[src/rtl/painterengine_gpu_pkg.sv]
// rtl/painterengine_gpu_pkg.sv - shared DMA state encodings and AXI constants
package painterengine_gpu_pkg;

    localparam logic [2:0] DMA_IDLE  = 3'd0;
    localparam logic [2:0] DMA_ADDR  = 3'd1;
    localparam logic [2:0] DMA_DATA  = 3'd2;
    localparam logic [2:0] DMA_DRAIN = 3'd3;
    localparam logic [2:0] DMA_DONE  = 3'd4;
    localparam logic [2:0] DMA_ERROR = 3'd5;

    localparam logic [1:0]  AXI_RESP_OKAY  = 2'b00;
    localparam logic [2:0]  AXI_SIZE_4B    = 3'b010;
    localparam logic [1:0]  AXI_BURST_INCR = 2'b01;
    localparam logic [12:0] PAGE_SIZE      = 13'h1000;

endpackage

[src/rtl/painterengine_gpu_burst_calc.sv]
// rtl/painterengine_gpu_burst_calc.sv - burst length limited by remaining words, max burst and 4 KB page
module painterengine_gpu_burst_calc
    import painterengine_gpu_pkg::*;
#(
    parameter int PARAM_MAX_BURST = 16
) (
    input  logic [11:0] i_cur_addr_lo,
    input  logic [31:0] i_remaining,
    output logic [8:0]  o_beats,
    output logic [7:0]  o_arlen
);

    localparam logic [8:0] MAX_BEATS = 9'(PARAM_MAX_BURST);

    logic [10:0] page_beats;
    logic [8:0]  page_sat;
    logic [8:0]  rem_sat;
    logic [8:0]  beats;

    always_comb begin
        // Words left before the next 4 KB boundary: 1..1024.
        page_beats = 11'((PAGE_SIZE - {1'b0, i_cur_addr_lo}) >> 2);
        page_sat   = (page_beats > 11'd256) ? 9'd256 : page_beats[8:0];
        rem_sat    = (i_remaining > 32'd256) ? 9'd256 : i_remaining[8:0];
        beats      = MAX_BEATS;
        if (page_sat < beats) beats = page_sat;
        if (rem_sat < beats)  beats = rem_sat;
        o_beats = beats;
        o_arlen = 8'(beats - 9'd1);
    end

endmodule

[src/rtl/painterengine_gpu_dma_reader.sv]
// rtl/painterengine_gpu_dma_reader.sv - AXI4 read master feeding the display DMA reader port
module painterengine_gpu_dma_reader
    import painterengine_gpu_pkg::*;
#(
    parameter int PARAM_MAX_BURST  = 16,
    parameter int PARAM_ADDR_WIDTH = 32
) (
    input  logic                        i_wire_clock,
    input  logic                        i_wire_resetn,
    input  logic [PARAM_ADDR_WIDTH-1:0] i_wire_reader_address,
    input  logic [31:0]                 i_wire_reader_length,
    input  logic                        i_wire_reader_resetn,
    output logic                        o_wire_reader_done,
    output logic                        o_wire_reader_error,
    output logic [31:0]                 o_wire_reader_data,
    output logic                        o_wire_reader_data_valid,
    input  logic                        i_wire_reader_data_next,
    output logic [PARAM_ADDR_WIDTH-1:0] o_wire_m_axi_araddr,
    output logic [7:0]                  o_wire_m_axi_arlen,
    output logic [2:0]                  o_wire_m_axi_arsize,
    output logic [1:0]                  o_wire_m_axi_arburst,
    output logic                        o_wire_m_axi_arvalid,
    input  logic                        i_wire_m_axi_arready,
    input  logic [31:0]                 i_wire_m_axi_rdata,
    input  logic [1:0]                  i_wire_m_axi_rresp,
    input  logic                        i_wire_m_axi_rlast,
    input  logic                        i_wire_m_axi_rvalid,
    output logic                        o_wire_m_axi_rready
);

    logic [2:0]                  state_q, state_d;
    logic [PARAM_ADDR_WIDTH-1:0] cur_addr_q, cur_addr_d;
    logic [31:0]                 remaining_q, remaining_d;
    logic                        err_q, err_d;
    logic                        abort_q, abort_d;
    logic [8:0]                  beats;
    logic [7:0]                  burst_arlen;
    logic                        r_hs;
    logic                        r_bad;

    painterengine_gpu_burst_calc #(
        .PARAM_MAX_BURST(PARAM_MAX_BURST)
    ) u_burst_calc (
        .i_cur_addr_lo(cur_addr_q[11:0]),
        .i_remaining  (remaining_q),
        .o_beats      (beats),
        .o_arlen      (burst_arlen)
    );

    always_comb begin
        state_d                  = state_q;
        cur_addr_d               = cur_addr_q;
        remaining_d              = remaining_q;
        err_d                    = err_q;
        abort_d                  = abort_q;
        o_wire_m_axi_arvalid     = 1'b0;
        o_wire_m_axi_rready      = 1'b0;
        o_wire_reader_data_valid = 1'b0;
        r_hs                     = 1'b0;
        r_bad                    = 1'b0;
        case (state_q)
            DMA_IDLE: begin
                err_d   = 1'b0;
                abort_d = 1'b0;
                if (i_wire_reader_resetn) begin
                    cur_addr_d  = i_wire_reader_address;
                    remaining_d = i_wire_reader_length;
                    if (i_wire_reader_length == 32'd0)           state_d = DMA_DONE;
                    else if (i_wire_reader_address[1:0] != 2'b00) state_d = DMA_ERROR;
                    else                                          state_d = DMA_ADDR;
                end
            end
            DMA_ADDR: begin
                // An issued AR cannot be withdrawn, so an abort is remembered until the handshake.
                o_wire_m_axi_arvalid = 1'b1;
                if (!i_wire_reader_resetn) abort_d = 1'b1;
                if (i_wire_m_axi_arready) begin
                    cur_addr_d  = cur_addr_q + PARAM_ADDR_WIDTH'({beats, 2'b00});
                    remaining_d = remaining_q - {23'd0, beats};
                    state_d     = (abort_q || !i_wire_reader_resetn) ? DMA_DRAIN : DMA_DATA;
                end
            end
            DMA_DATA: begin
                o_wire_m_axi_rready = err_q || !i_wire_reader_resetn || i_wire_reader_data_next;
                r_hs  = i_wire_m_axi_rvalid && o_wire_m_axi_rready;
                r_bad = i_wire_m_axi_rresp != AXI_RESP_OKAY;
                if (!i_wire_reader_resetn) begin
                    state_d = (r_hs && i_wire_m_axi_rlast) ? DMA_IDLE : DMA_DRAIN;
                end else if (r_hs) begin
                    o_wire_reader_data_valid = !err_q && !r_bad;
                    if (r_bad) err_d = 1'b1;
                    if (i_wire_m_axi_rlast) begin
                        if (err_q || r_bad)            state_d = DMA_ERROR;
                        else if (remaining_q == 32'd0) state_d = DMA_DONE;
                        else                           state_d = DMA_ADDR;
                    end
                end
            end
            DMA_DRAIN: begin
                o_wire_m_axi_rready = 1'b1;
                if (i_wire_m_axi_rvalid && i_wire_m_axi_rlast) state_d = DMA_IDLE;
            end
            DMA_DONE, DMA_ERROR: begin
                if (!i_wire_reader_resetn) state_d = DMA_IDLE;
            end
            default: state_d = DMA_IDLE;
        endcase
    end

    always_ff @(posedge i_wire_clock or negedge i_wire_resetn) begin
        if (!i_wire_resetn) begin
            state_q     <= DMA_IDLE;
            cur_addr_q  <= '0;
            remaining_q <= 32'd0;
            err_q       <= 1'b0;
            abort_q     <= 1'b0;
        end else begin
            state_q     <= state_d;
            cur_addr_q  <= cur_addr_d;
            remaining_q <= remaining_d;
            err_q       <= err_d;
            abort_q     <= abort_d;
        end
    end

    assign o_wire_reader_done   = state_q == DMA_DONE;
    assign o_wire_reader_error  = state_q == DMA_ERROR;
    assign o_wire_reader_data   = o_wire_reader_data_valid ? i_wire_m_axi_rdata : 32'd0;
    assign o_wire_m_axi_araddr  = o_wire_m_axi_arvalid ? cur_addr_q : '0;
    assign o_wire_m_axi_arlen   = o_wire_m_axi_arvalid ? burst_arlen : 8'd0;
    assign o_wire_m_axi_arsize  = AXI_SIZE_4B;
    assign o_wire_m_axi_arburst = AXI_BURST_INCR;

endmodule

[config.mk]
export PLATFORM = sky130hd
export DESIGN_NAME = painterengine_gpu_dma_reader
export DESIGN_NICKNAME = d
export VERILOG_FILES = /design/src/rtl/painterengine_gpu_pkg.sv /design/src/rtl/painterengine_gpu_burst_calc.sv /design/src/rtl/painterengine_gpu_dma_reader.sv
export SDC_FILE = /design/constraint.sdc
export NUM_CORES = 1
export LEC_CHECK = 0
export BUFFER_PORTS_ARGS = -buffer_cell sky130_fd_sc_hd__buf_2
export CORE_MARGIN = 1
export CORE_UTILIZATION = 30
export DETAILED_ROUTE_END_ITERATION = 16
export GPL_TIMING_DRIVEN = 0
export PLACE_DENSITY = 0.58
export RECOVER_POWER = 50
export SKIP_LAST_GASP = 1
export SLEW_MARGIN = 10
export SYNTH_ARGS = -nofsm -noshare
export SYNTH_HDL_FRONTEND = slang
export SYNTH_HIERARCHICAL = 1
export SYNTH_SLANG_ARGS = --single-unit
[constraint.sdc]
create_clock -name i_wire_clock -period 5.92 [get_ports i_wire_clock]
set_input_delay 0.296 -clock i_wire_clock [delete_from_list [all_inputs] [get_ports i_wire_clock]]
set_output_delay 0.296 -clock i_wire_clock [all_outputs]
set_load 0.05 [all_outputs]
==> results_tabular.tex, run 1 <==
\begin{tabular}{lr}
\hline
Metric & Value \\
\hline
\multicolumn{2}{l}{\textbf{Setup path}} \\
Crit. End Element & flop \\
Worst Path Arrival & 5.97 ns \\
Worst flop-to-flop path endpoint & cur\_addr\_q[20]\$\_DFFE\_PN0P\_ \\
CP max FO & 10 \\
Worst Setup Path Type & flop to flop \\
Length in cells of the worst reg-to-reg path & 23 \\
CP startpoint kind & flop \\
Worst reg2reg path startpoint & remaining\_q[28]\$\_DFFE\_PN0P\_ \\
Flop2flop setup slack & 0.17 ns \\
Critical path required time & 6.14 ns \\
\multicolumn{2}{l}{\textbf{GRT}} \\
Number of global-route vias before repair & 6,877 \\
First-pass GRT wire length & 40,030 um \\
Number of antenna violations at the first check in global routing & 0 \\
Maximum number of pins on one net before global-route repair & 54 \\
Gr usage total & 0.2425 \\
Residual overflow from global routing & 0 \\
\multicolumn{2}{l}{\textbf{Die}} \\
DIE AREA & 21,680 um\^{}2 \\
X dimension of the die & 147.2 um \\
Floorplan die height & 147.2 um \\
Top-Level Pins & 187 \\
Core area & 20,430 um\^{}2 \\
Starting Density & 0.3098 \\
Row Count & 52 \\
\multicolumn{2}{l}{\textbf{STA}} \\
Total count of hold-check failures in the final report & 0 \\
Transition at the pin with the smallest max-transition slack & 3.163 ns \\
Worst Setup Slack, final & 0.1734 ns \\
Clock tree skew after final layout & 0.006047 ns \\
RSZ-0062 raised after global routing & yes \\
Count of pins over their slew limit & 54 \\
Number of setup violations in the final report & 0 \\
Maximum clock rate & 0.1740 GHz \\
Final Cycle Share & 0.9707 \\
Post-route setup TNS & 0 ns \\
Minimum clock period after layout & 5.747 ns \\
Rel. slew slack & -1.109 \\
\multicolumn{2}{l}{\textbf{Flow run}} \\
Number of max-capacitance violations reported & 1 \\
\multicolumn{2}{l}{\textbf{Drt}} \\
Vias after detailed routing & 7,534 \\
Post-DR wirelength/cell & 20.43 um \\
First-pass iteration count of the detailed router & 5 \\
Detailed router's first-iteration violation count & 727 \\
Vias/cell & 5.778 \\
Total DRC errors in the routed layout & 0 \\
Number of nets still failing antenna checks after routing & 0 \\
Wire length reported by the detailed router & 26,640 um \\
\multicolumn{2}{l}{\textbf{Clock tree}} \\
CTS tree & done \\
H-tree lvl count & 3 \\
Number of CTS-inserted buffers & 9 \\
Latest clock arrival within the worst-skew pair & 0.35 ns \\
Maximum buffer depth of the clock tree & 2 \\
TritonCTS sink count & 69 \\
Root Buffer Master & sky130\_fd\_sc\_hd\_\_clkbuf\_16 \\
Clock slew seen by the registers of the worst setup and hold paths & 0.06 ns \\
\multicolumn{2}{l}{\textbf{Synth}} \\
Share of the synthesized area in the top cell type & 0.2728 \\
FFs w/ async S/R, synth & 1.000 \\
Flip-flop and latch count after synthesis & 69 \\
Synthesized area & 6329 um\^{}2 \\
Share of the yosys chip area belonging to registers & 0.2728 \\
Distinct cells, synth & 79 \\
Instance count of the mapped netlist & 824 \\
Top flip-flop cell by instance count after synthesis & sky130\_fd\_sc\_hd\_\_dfrtp\_1 \\
Synthesized area divided by synthesized cell count & 7.680 um\^{}2 \\
Number of enable-type register cells in the synthesized netlist & 0 \\
Ys Warns & 6 \\
Cell type with the highest aggregate area in the netlist & sky130\_fd\_sc\_hd\_\_dfrtp\_1 \\
Top post-synthesis cells by area & sky130\_fd\_sc\_hd\_\_dfrtp\_1 27\%, sky130\_fd\_sc\_hd\_\_ha\_1 5.3\%, sky130\_fd\_sc\_hd\_\_nand2\_1 5.2\% \\
\multicolumn{2}{l}{\textbf{Cells and area}} \\
Multi-input logic area & 4338 um\^{}2 \\
Highest-count cells in the layout ignoring fill and taps & 152 x sky130\_fd\_sc\_hd\_\_buf\_2, 87 x sky130\_fd\_sc\_hd\_\_nand2\_1, 70 x sky130\_fd\_sc\_hd\_\_clkbuf\_1 \\
Post-synthesis to final-layout area growth & 26.02\% \\
Share of cells above drive strength 1 & 0.2050 \\
Number of fill cells in the layout & 2,184 \\
Area occupied by registers & 1728 um\^{}2 \\
Cell area after layout & 7975 um\^{}2 \\
Net count reported at finish & 1,163 \\
Leading cell type in the layout, fill and taps excluded & sky130\_fd\_sc\_hd\_\_buf\_2 \\
Diode insertion count for antenna repair & 0 \\
\multicolumn{2}{l}{\textbf{Power}} \\
Net Sw Power & 2.129 mW \\
Leakage power & 3.601 nW \\
Internal cell power & 1.763 mW \\
Logic pwr share & 0.578 \\
IR Drop Worst-Case VDD & 0.0002111 V \\
Sequential share of power & 0.271 \\
Power per cell area & 488.0 nW/um\^{}2 \\
Net switching share of the total power & 0.5469 \\
Fraction of power consumed by the clock network & 0.150 \\
\multicolumn{2}{l}{\textbf{Min path}} \\
End point of the most critical hold path & cur\_addr\_q[25]\$\_DFFE\_PN0P\_ \\
Worst min-delay path startpoint & i\_wire\_reader\_address[25] \\
Class of the worst hold path & input port to flop \\
Number of cells on the worst hold path & 2 \\
\multicolumn{2}{l}{\textbf{Placement}} \\
Final estimated routing congestion in global placement & 0.9408 \\
HPWL Detailed & 20,410 um \\
Port Buffer Count & 180 \\
Minimum setup slack after placement & -0.4486 ns \\
Cell area reported after detailed placement & 7620 um\^{}2 \\
\multicolumn{2}{l}{\textbf{Outcome}} \\
Violated checks & capacitance limit, slew limit \\
Run status & finished, violations left \\
\hline
\end{tabular}
-- worst max-delay path: stages, from the launching register on --
cell                       delay (ns)
sky130_fd_sc_hd__dfrtp_1         0.46
sky130_fd_sc_hd__nor4_1          0.69
sky130_fd_sc_hd__nand2_1         0.21
sky130_fd_sc_hd__a211oi_2        0.28
sky130_fd_sc_hd__buf_4           0.20
sky130_fd_sc_hd__nand2_2         0.08
sky130_fd_sc_hd__inv_1           0.07
sky130_fd_sc_hd__ha_1            0.25
sky130_fd_sc_hd__a21oi_1         0.17
sky130_fd_sc_hd__o21ai_1         0.13
sky130_fd_sc_hd__a211oi_2        0.29
sky130_fd_sc_hd__o31a_2          0.23
sky130_fd_sc_hd__buf_4           0.21
sky130_fd_sc_hd__nor2b_1         0.07
sky130_fd_sc_hd__a31oi_2         0.16
sky130_fd_sc_hd__inv_1           0.08
sky130_fd_sc_hd__ha_1            0.21
sky130_fd_sc_hd__fa_1            0.42
sky130_fd_sc_hd__a21o_1          0.22
sky130_fd_sc_hd__a221o_1         0.42
sky130_fd_sc_hd__a22oi_2         0.29
sky130_fd_sc_hd__nor2_2          0.11
sky130_fd_sc_hd__a211oi_1        0.29
sky130_fd_sc_hd__a211oi_1        0.07
-- repair_timing --
item	in CTS	in global routing
endpoints found under the hold margin	16	0
pin swaps	1	3
gates resized for setup	4	13
setup buffers	2	4
hold buffers	1	0
setup endpoints to repair	25	44
-- power groups by stage --
stage                     combinational [mW]  clock, mW  sequential (mW)
after floorplan                         1.60          0            0.928
after global placement                  2.19          0             1.05
after detailed placement                2.21          0             1.04
after CTS                               2.22      0.589             1.04
after global routing                    2.42      0.604             1.09
final                                   2.25      0.585             1.06
-- flip-flops by register name, summed over array words and instances, names as in the netlist --
signal,flops
cur_addr_q,32
remaining_q,32
err_q,1
abort_q,1
state_q,3
-- per-stage QoR --
stage	util	std cells	hold WS [ns]	total power, mW
after floorplan	-	830	0.0004090	2.525
final	0.3904	1304	0.1978	3.892
after global routing	0.3904	1304	0.2065	4.118
after detailed placement	0.3730	1281	0.1911	3.254
after global placement	0.3715	1280	0.5131	3.238
after CTS	0.3903	1300	0.1928	3.854
-- synth_stat cells (10+ instances only) --
master                     count
sky130_fd_sc_hd__nand2_1      87
sky130_fd_sc_hd__dfrtp_1      69
sky130_fd_sc_hd__nor2_1       62
sky130_fd_sc_hd__a21oi_1      57
sky130_fd_sc_hd__and3_1       52
sky130_fd_sc_hd__and2_1       43
sky130_fd_sc_hd__clkbuf_1     40
sky130_fd_sc_hd__nand3_1      30
sky130_fd_sc_hd__nor4_1       29
sky130_fd_sc_hd__ha_1         27
sky130_fd_sc_hd__inv_1        25
sky130_fd_sc_hd__nor3_1       23
sky130_fd_sc_hd__o21ai_0      20
sky130_fd_sc_hd__or3_1        16
sky130_fd_sc_hd__a31oi_1      15
sky130_fd_sc_hd__o211ai_1     12
sky130_fd_sc_hd__a21o_1       11
sky130_fd_sc_hd__o21ai_1      10
-- per-layer routing --
layer / wire length [um] / GRT usage
met5: 0 / 0
met4: 631 / 0.07835
met3: 2321 / 0.04596
met2: 12370 / 0.3972
met1: 11310 / 0.3200
-- how the worst max path moves through the flow --
stage / depth (start not counted) / slack [ns] / start / to
final: 23 / 0.17 / remaining_q[28]$_DFFE_PN0P_ / cur_addr_q[20]$_DFFE_PN0P_
after global routing: 21 / -0.03 / remaining_q[0]$_DFFE_PN0P_ / remaining_q[31]$_DFFE_PN0P_
after CTS: 23 / 0.03 / remaining_q[1]$_DFFE_PN0P_ / cur_addr_q[24]$_DFFE_PN0P_
after detailed placement: 23 / -0.45 / remaining_q[1]$_DFFE_PN0P_ / cur_addr_q[24]$_DFFE_PN0P_
after global placement: 23 / -0.50 / remaining_q[1]$_DFFE_PN0P_ / cur_addr_q[26]$_DFFE_PN0P_
after floorplan: 23 / 0.54 / remaining_q[0]$_DFFE_PN0P_ / cur_addr_q[26]$_DFFE_PN0P_
-- cell type report --
| type | instances | area share |
|---|---|---|
| clock inverter | 4 | 0.005648 |
| tap | 270 | 0.04236 |
| multi-input combinational | 680 | 0.5439 |
| inverter | 26 | 0.01224 |
| sequential | 69 | 0.2167 |
| buffer | 55 | 0.03012 |
| clock buffer | 12 | 0.03342 |
| timing repair buffer | 188 | 0.1156 |
-- cell families after synthesis --
kind of cell,synth area share
compound gates,0.2481
xor+xnor,0.01799
fa+ha+maj,0.05971
buf+inv,0.05279
flops,0.2728
mux,0.01206
other cells,0.001779
simple gates,0.3347
Note: power is estimated with default switching activity, not from simulation.
==> run 2, diff against run 1 <==
- GPL_TIMING_DRIVEN: 0 -> not set
- clock period: 5.92 -> 5.4 ns (I/O delays scaled with it)
==> results_tabular.tex, run 2 (synthesis gave the netlist of run 1 again) <==
\begin{tabular}{lr}
\hline
Metric & Value \\
\hline
\multicolumn{2}{l}{\textbf{STA}} \\
RSZ-0062 raised after global routing & yes (unchanged) \\
Count of pins over their slew limit & 118 (was 54) \\
Transition at the pin with the smallest max-transition slack & 4.129 ns (was 3.163 ns) \\
Clock tree skew after final layout & 0.007825 ns (was 0.006047 ns) \\
Final Cycle Share & 0.9729 (was 0.9707) \\
Total count of hold-check failures in the final report & 0 (unchanged) \\
Minimum clock period after layout & 5.254 ns (was 5.747 ns) \\
Worst Setup Slack, final & 0.1464 ns (was 0.1734 ns) \\
Worst hold-check slack & 0.1693 ns (was 0.1978 ns) \\
Number of setup violations in the final report & 0 (unchanged) \\
Maximum clock rate & 0.1903 GHz (was 0.1740 GHz) \\
Rel. slew slack & -1.753 (was -1.109) \\
\multicolumn{2}{l}{\textbf{Setup path}} \\
CP max FO & 10 (unchanged) \\
CP startpoint kind & flop (unchanged) \\
Worst flop-to-flop path endpoint & remaining\_q[31]\$\_DFFE\_PN0P\_ (was cur\_addr\_q[20]\$\_DFFE\_PN0P\_) \\
Worst Path Arrival & 5.52 ns (was 5.97 ns) \\
Worst reg2reg path startpoint & remaining\_q[1]\$\_DFFE\_PN0P\_ (was remaining\_q[28]\$\_DFFE\_PN0P\_) \\
Length in cells of the worst reg-to-reg path & 23 (unchanged) \\
Flop2flop setup slack & 0.15 ns (was 0.17 ns) \\
Crit. End Element & flop (unchanged) \\
Worst Setup Path Type & flop to flop (unchanged) \\
Critical path required time & 5.67 ns (was 6.14 ns) \\
\multicolumn{2}{l}{\textbf{Die}} \\
Core area & 20,430 um\^{}2 (unchanged) \\
X dimension of the die & 147.2 um (unchanged) \\
Floorplan die height & 147.2 um (unchanged) \\
Row Count & 52 (unchanged) \\
Starting Density & 0.3098 (unchanged) \\
DIE AREA & 21,680 um\^{}2 (unchanged) \\
Top-Level Pins & 187 (unchanged) \\
\multicolumn{2}{l}{\textbf{GRT}} \\
Residual overflow from global routing & 0 (unchanged) \\
First-pass GRT wire length & 37,550 um (was 40,030 um) \\
Number of antenna violations at the first check in global routing & 0 (unchanged) \\
Maximum number of pins on one net before global-route repair & 73 (was 54) \\
Number of global-route vias before repair & 6,998 (was 6,877) \\
Gr usage total & 0.2192 (was 0.2425) \\
\multicolumn{2}{l}{\textbf{Drt}} \\
Post-DR wirelength/cell & 17.89 um (was 20.43 um) \\
Wire length reported by the detailed router & 23,860 um (was 26,640 um) \\
First-pass iteration count of the detailed router & 5 (unchanged) \\
Number of nets still failing antenna checks after routing & 0 (unchanged) \\
Total DRC errors in the routed layout & 0 (unchanged) \\
Vias/cell & 5.546 (was 5.778) \\
Vias after detailed routing & 7,398 (was 7,534) \\
Detailed router's first-iteration violation count & 516 (was 727) \\
\multicolumn{2}{l}{\textbf{Cells and area}} \\
Highest-count cells in the layout ignoring fill and taps & 151 x sky130\_fd\_sc\_hd\_\_buf\_2, 87 x sky130\_fd\_sc\_hd\_\_buf\_4, 86 x sky130\_fd\_sc\_hd\_\_nand2\_1 (was 152 x sky130\_fd\_sc\_hd\_\_buf\_2, 87 x sky130\_fd\_sc\_hd\_\_nand2\_1, 70 x sky130\_fd\_sc\_hd\_\_clkbuf\_1) \\
Multi-input logic area & 4448 um\^{}2 (was 4338 um\^{}2) \\
Share of cells above drive strength 1 & 0.2857 (was 0.2050) \\
Diode insertion count for antenna repair & 0 (unchanged) \\
Area occupied by registers & 1727 um\^{}2 (was 1728 um\^{}2) \\
Net count reported at finish & 1,193 (was 1,163) \\
Leading cell type in the layout, fill and taps excluded & sky130\_fd\_sc\_hd\_\_buf\_2 (unchanged) \\
Largest registers in the final layout & cur\_addr\_q: 32 flops, remaining\_q: 32 flops, state\_q: 3 flops (unchanged) \\
Number of fill cells in the layout & 2,160 (was 2,184) \\
Post-synthesis to final-layout area growth & 34.12\% (was 26.02\%) \\
\multicolumn{2}{l}{\textbf{Clock tree}} \\
Number of CTS-inserted buffers & 9 (unchanged) \\
TritonCTS sink count & 69 (unchanged) \\
H-tree lvl count & 3 (unchanged) \\
Maximum buffer depth of the clock tree & 2 (unchanged) \\
Latest clock arrival within the worst-skew pair & 0.35 ns (about the same) \\
CTS Hold Buffers Added & 0 (was 1) \\
Clock slew seen by the registers of the worst setup and hold paths & 0.06 ns (about the same) \\
CTS tree & done (unchanged) \\
Root Buffer Master & sky130\_fd\_sc\_hd\_\_clkbuf\_16 (unchanged) \\
\multicolumn{2}{l}{\textbf{Placement}} \\
Final estimated routing congestion in global placement & 0.9012 (was 0.9408) \\
Port Buffer Count & 181 (was 180) \\
HPWL Detailed & 17,540 um (was 20,410 um) \\
Minimum setup slack after placement & -0.03584 ns (was -0.4486 ns) \\
\multicolumn{2}{l}{\textbf{Power}} \\
Leakage power & 3.912 nW (was 3.601 nW) \\
IR Drop Worst-Case VDD & 0.0002478 V (was 0.0002111 V) \\
Power per cell area & 513.9 nW/um\^{}2 (was 488.0 nW/um\^{}2) \\
\multicolumn{2}{l}{\textbf{Outcome}} \\
Run status & finished, violations left (unchanged) \\
Violated checks & capacitance limit, slew limit (unchanged) \\
\multicolumn{2}{l}{\textbf{Flow run}} \\
Number of max-capacitance violations reported & 2 (was 1) \\
\multicolumn{2}{l}{\textbf{Min path}} \\
Number of cells on the worst hold path & 3 (was 2) \\
Class of the worst hold path & input port to flop (unchanged) \\
End point of the most critical hold path & cur\_addr\_q[19]\$\_DFFE\_PN0P\_ (was cur\_addr\_q[25]\$\_DFFE\_PN0P\_) \\
Worst min-delay path startpoint & i\_wire\_reader\_address[19] (was i\_wire\_reader\_address[25]) \\
\hline
\end{tabular}
run 2: cell types whose count changed in the layout (fill, tap and decap cells not counted), moves of 2 or more:
cell / previous run / this run
sky130_fd_sc_hd__buf_4: 14 / 87
sky130_fd_sc_hd__clkbuf_1: 70 / 33
sky130_fd_sc_hd__buf_1: 5 / 0
sky130_fd_sc_hd__ha_1: 27 / 24
sky130_fd_sc_hd__ha_4: 0 / 3
sky130_fd_sc_hd__a21oi_1: 55 / 53
sky130_fd_sc_hd__a21oi_2: 2 / 4
sky130_fd_sc_hd__clkinv_2: 3 / 1
sky130_fd_sc_hd__inv_1: 25 / 23
sky130_fd_sc_hd__inv_2: 1 / 3
sky130_fd_sc_hd__or3_1: 16 / 14
sky130_fd_sc_hd__or3_4: 1 / 3
run 2: timing repair:
item / 4_1_cts / 5_1_grt
gates cloned: 0 / 1
buffers inserted: 0 / 5
endpoints found under the setup margin: 1 / 45
gates resized for setup: 1 / 29
pin swaps: 0 / 10
run 2: worst max path at each step:
| stage | from | cells after the start | endpoint |
|---|---|---|---|
| 2_1_floorplan | remaining_q[0]$_DFFE_PN0P_ | 23 | cur_addr_q[26]$_DFFE_PN0P_ |
| 3_3_place_gp | remaining_q[1]$_DFFE_PN0P_ | 21 | remaining_q[31]$_DFFE_PN0P_ |
| 3_5_place_dp | remaining_q[1]$_DFFE_PN0P_ | 22 | remaining_q[31]$_DFFE_PN0P_ |
| 4_1_cts | remaining_q[1]$_DFFE_PN0P_ | 22 | remaining_q[31]$_DFFE_PN0P_ |
| 5_1_grt | remaining_q[1]$_DFFE_PN0P_ | 23 | remaining_q[31]$_DFFE_PN0P_ |
| 6_report | remaining_q[1]$_DFFE_PN0P_ | 23 | remaining_q[31]$_DFFE_PN0P_ |
run 2: critical path, stage by stage, from the launching register on:
cell and delay [ns]:
sky130_fd_sc_hd__dfrtp_1 0.40, sky130_fd_sc_hd__or3_4 0.39, sky130_fd_sc_hd__or4_4 0.49, sky130_fd_sc_hd__a211oi_2 0.24
sky130_fd_sc_hd__clkdlybuf4s15_2 0.29, sky130_fd_sc_hd__buf_4 0.12, sky130_fd_sc_hd__and2_1 0.19, sky130_fd_sc_hd__ha_1 0.17
sky130_fd_sc_hd__a21oi_1 0.07, sky130_fd_sc_hd__o21ai_1 0.21, sky130_fd_sc_hd__a211oi_2 0.12, sky130_fd_sc_hd__o31a_2 0.16
sky130_fd_sc_hd__buf_12 0.16, sky130_fd_sc_hd__nor2_1 0.15, sky130_fd_sc_hd__a21oi_2 0.06, sky130_fd_sc_hd__inv_2 0.10
sky130_fd_sc_hd__inv_1 0.05, sky130_fd_sc_hd__ha_1 0.26, sky130_fd_sc_hd__nor2b_1 0.15, sky130_fd_sc_hd__o2111ai_2 0.24
sky130_fd_sc_hd__a21oi_2 0.11, sky130_fd_sc_hd__or3_4 0.40, sky130_fd_sc_hd__or4_1 0.47, sky130_fd_sc_hd__o211ai_1 0.16
run 2: power by group:
group	leakage [nW]	internal, mW	switching, mW
combinational	2.96	0.945	1.67
sequential	0.803	0.774	0.329
clock	0.152	0.395	0.249
total	3.91	2.11	2.25
run 2: layout make-up:
type / instances / share of cell area
Clock buffer: 13 / 0.03184
Inverter: 26 / 0.01150
Timing Repair Buffer: 273 / 0.1844
Multi-Input combinational cell: 680 / 0.5240
Clock inverter: 3 / 0.005012
Sequential cell: 69 / 0.2034
Tap cell: 270 / 0.03980
run 2: stage by stage:
| stage | std cells | power, mW | util | cell area, um^2 | setup TNS, ns |
|---|---|---|---|---|---|
| 5_1_grt | 1334 | 4.661 | 0.4155 | 8488 | -0.2505 |
| 3_5_place_dp | 1312 | 3.646 | 0.3936 | 8040 | -0.03584 |
| 6_report | 1334 | 4.362 | 0.4155 | 8488 | 0 |
| 2_1_floorplan | 830 | 2.768 | - | 6351 | 0 |
| 4_1_cts | 1328 | 4.304 | 0.4091 | 8358 | 0 |
| 3_3_place_gp | 1312 | 3.621 | 0.3936 | 8040 | 0 |
run 2: per-layer routing:
layer / GRT usage / vias to the layer above / part of all wire
met1: 0.2987 / 3530 / 0.46
met5: 0 / - / 0
met4: 0.07216 / 0 / 0.017
li1: - / 3555 / -
met3: 0.02950 / 18 / 0.059
met2: 0.3561 / 295 / 0.47
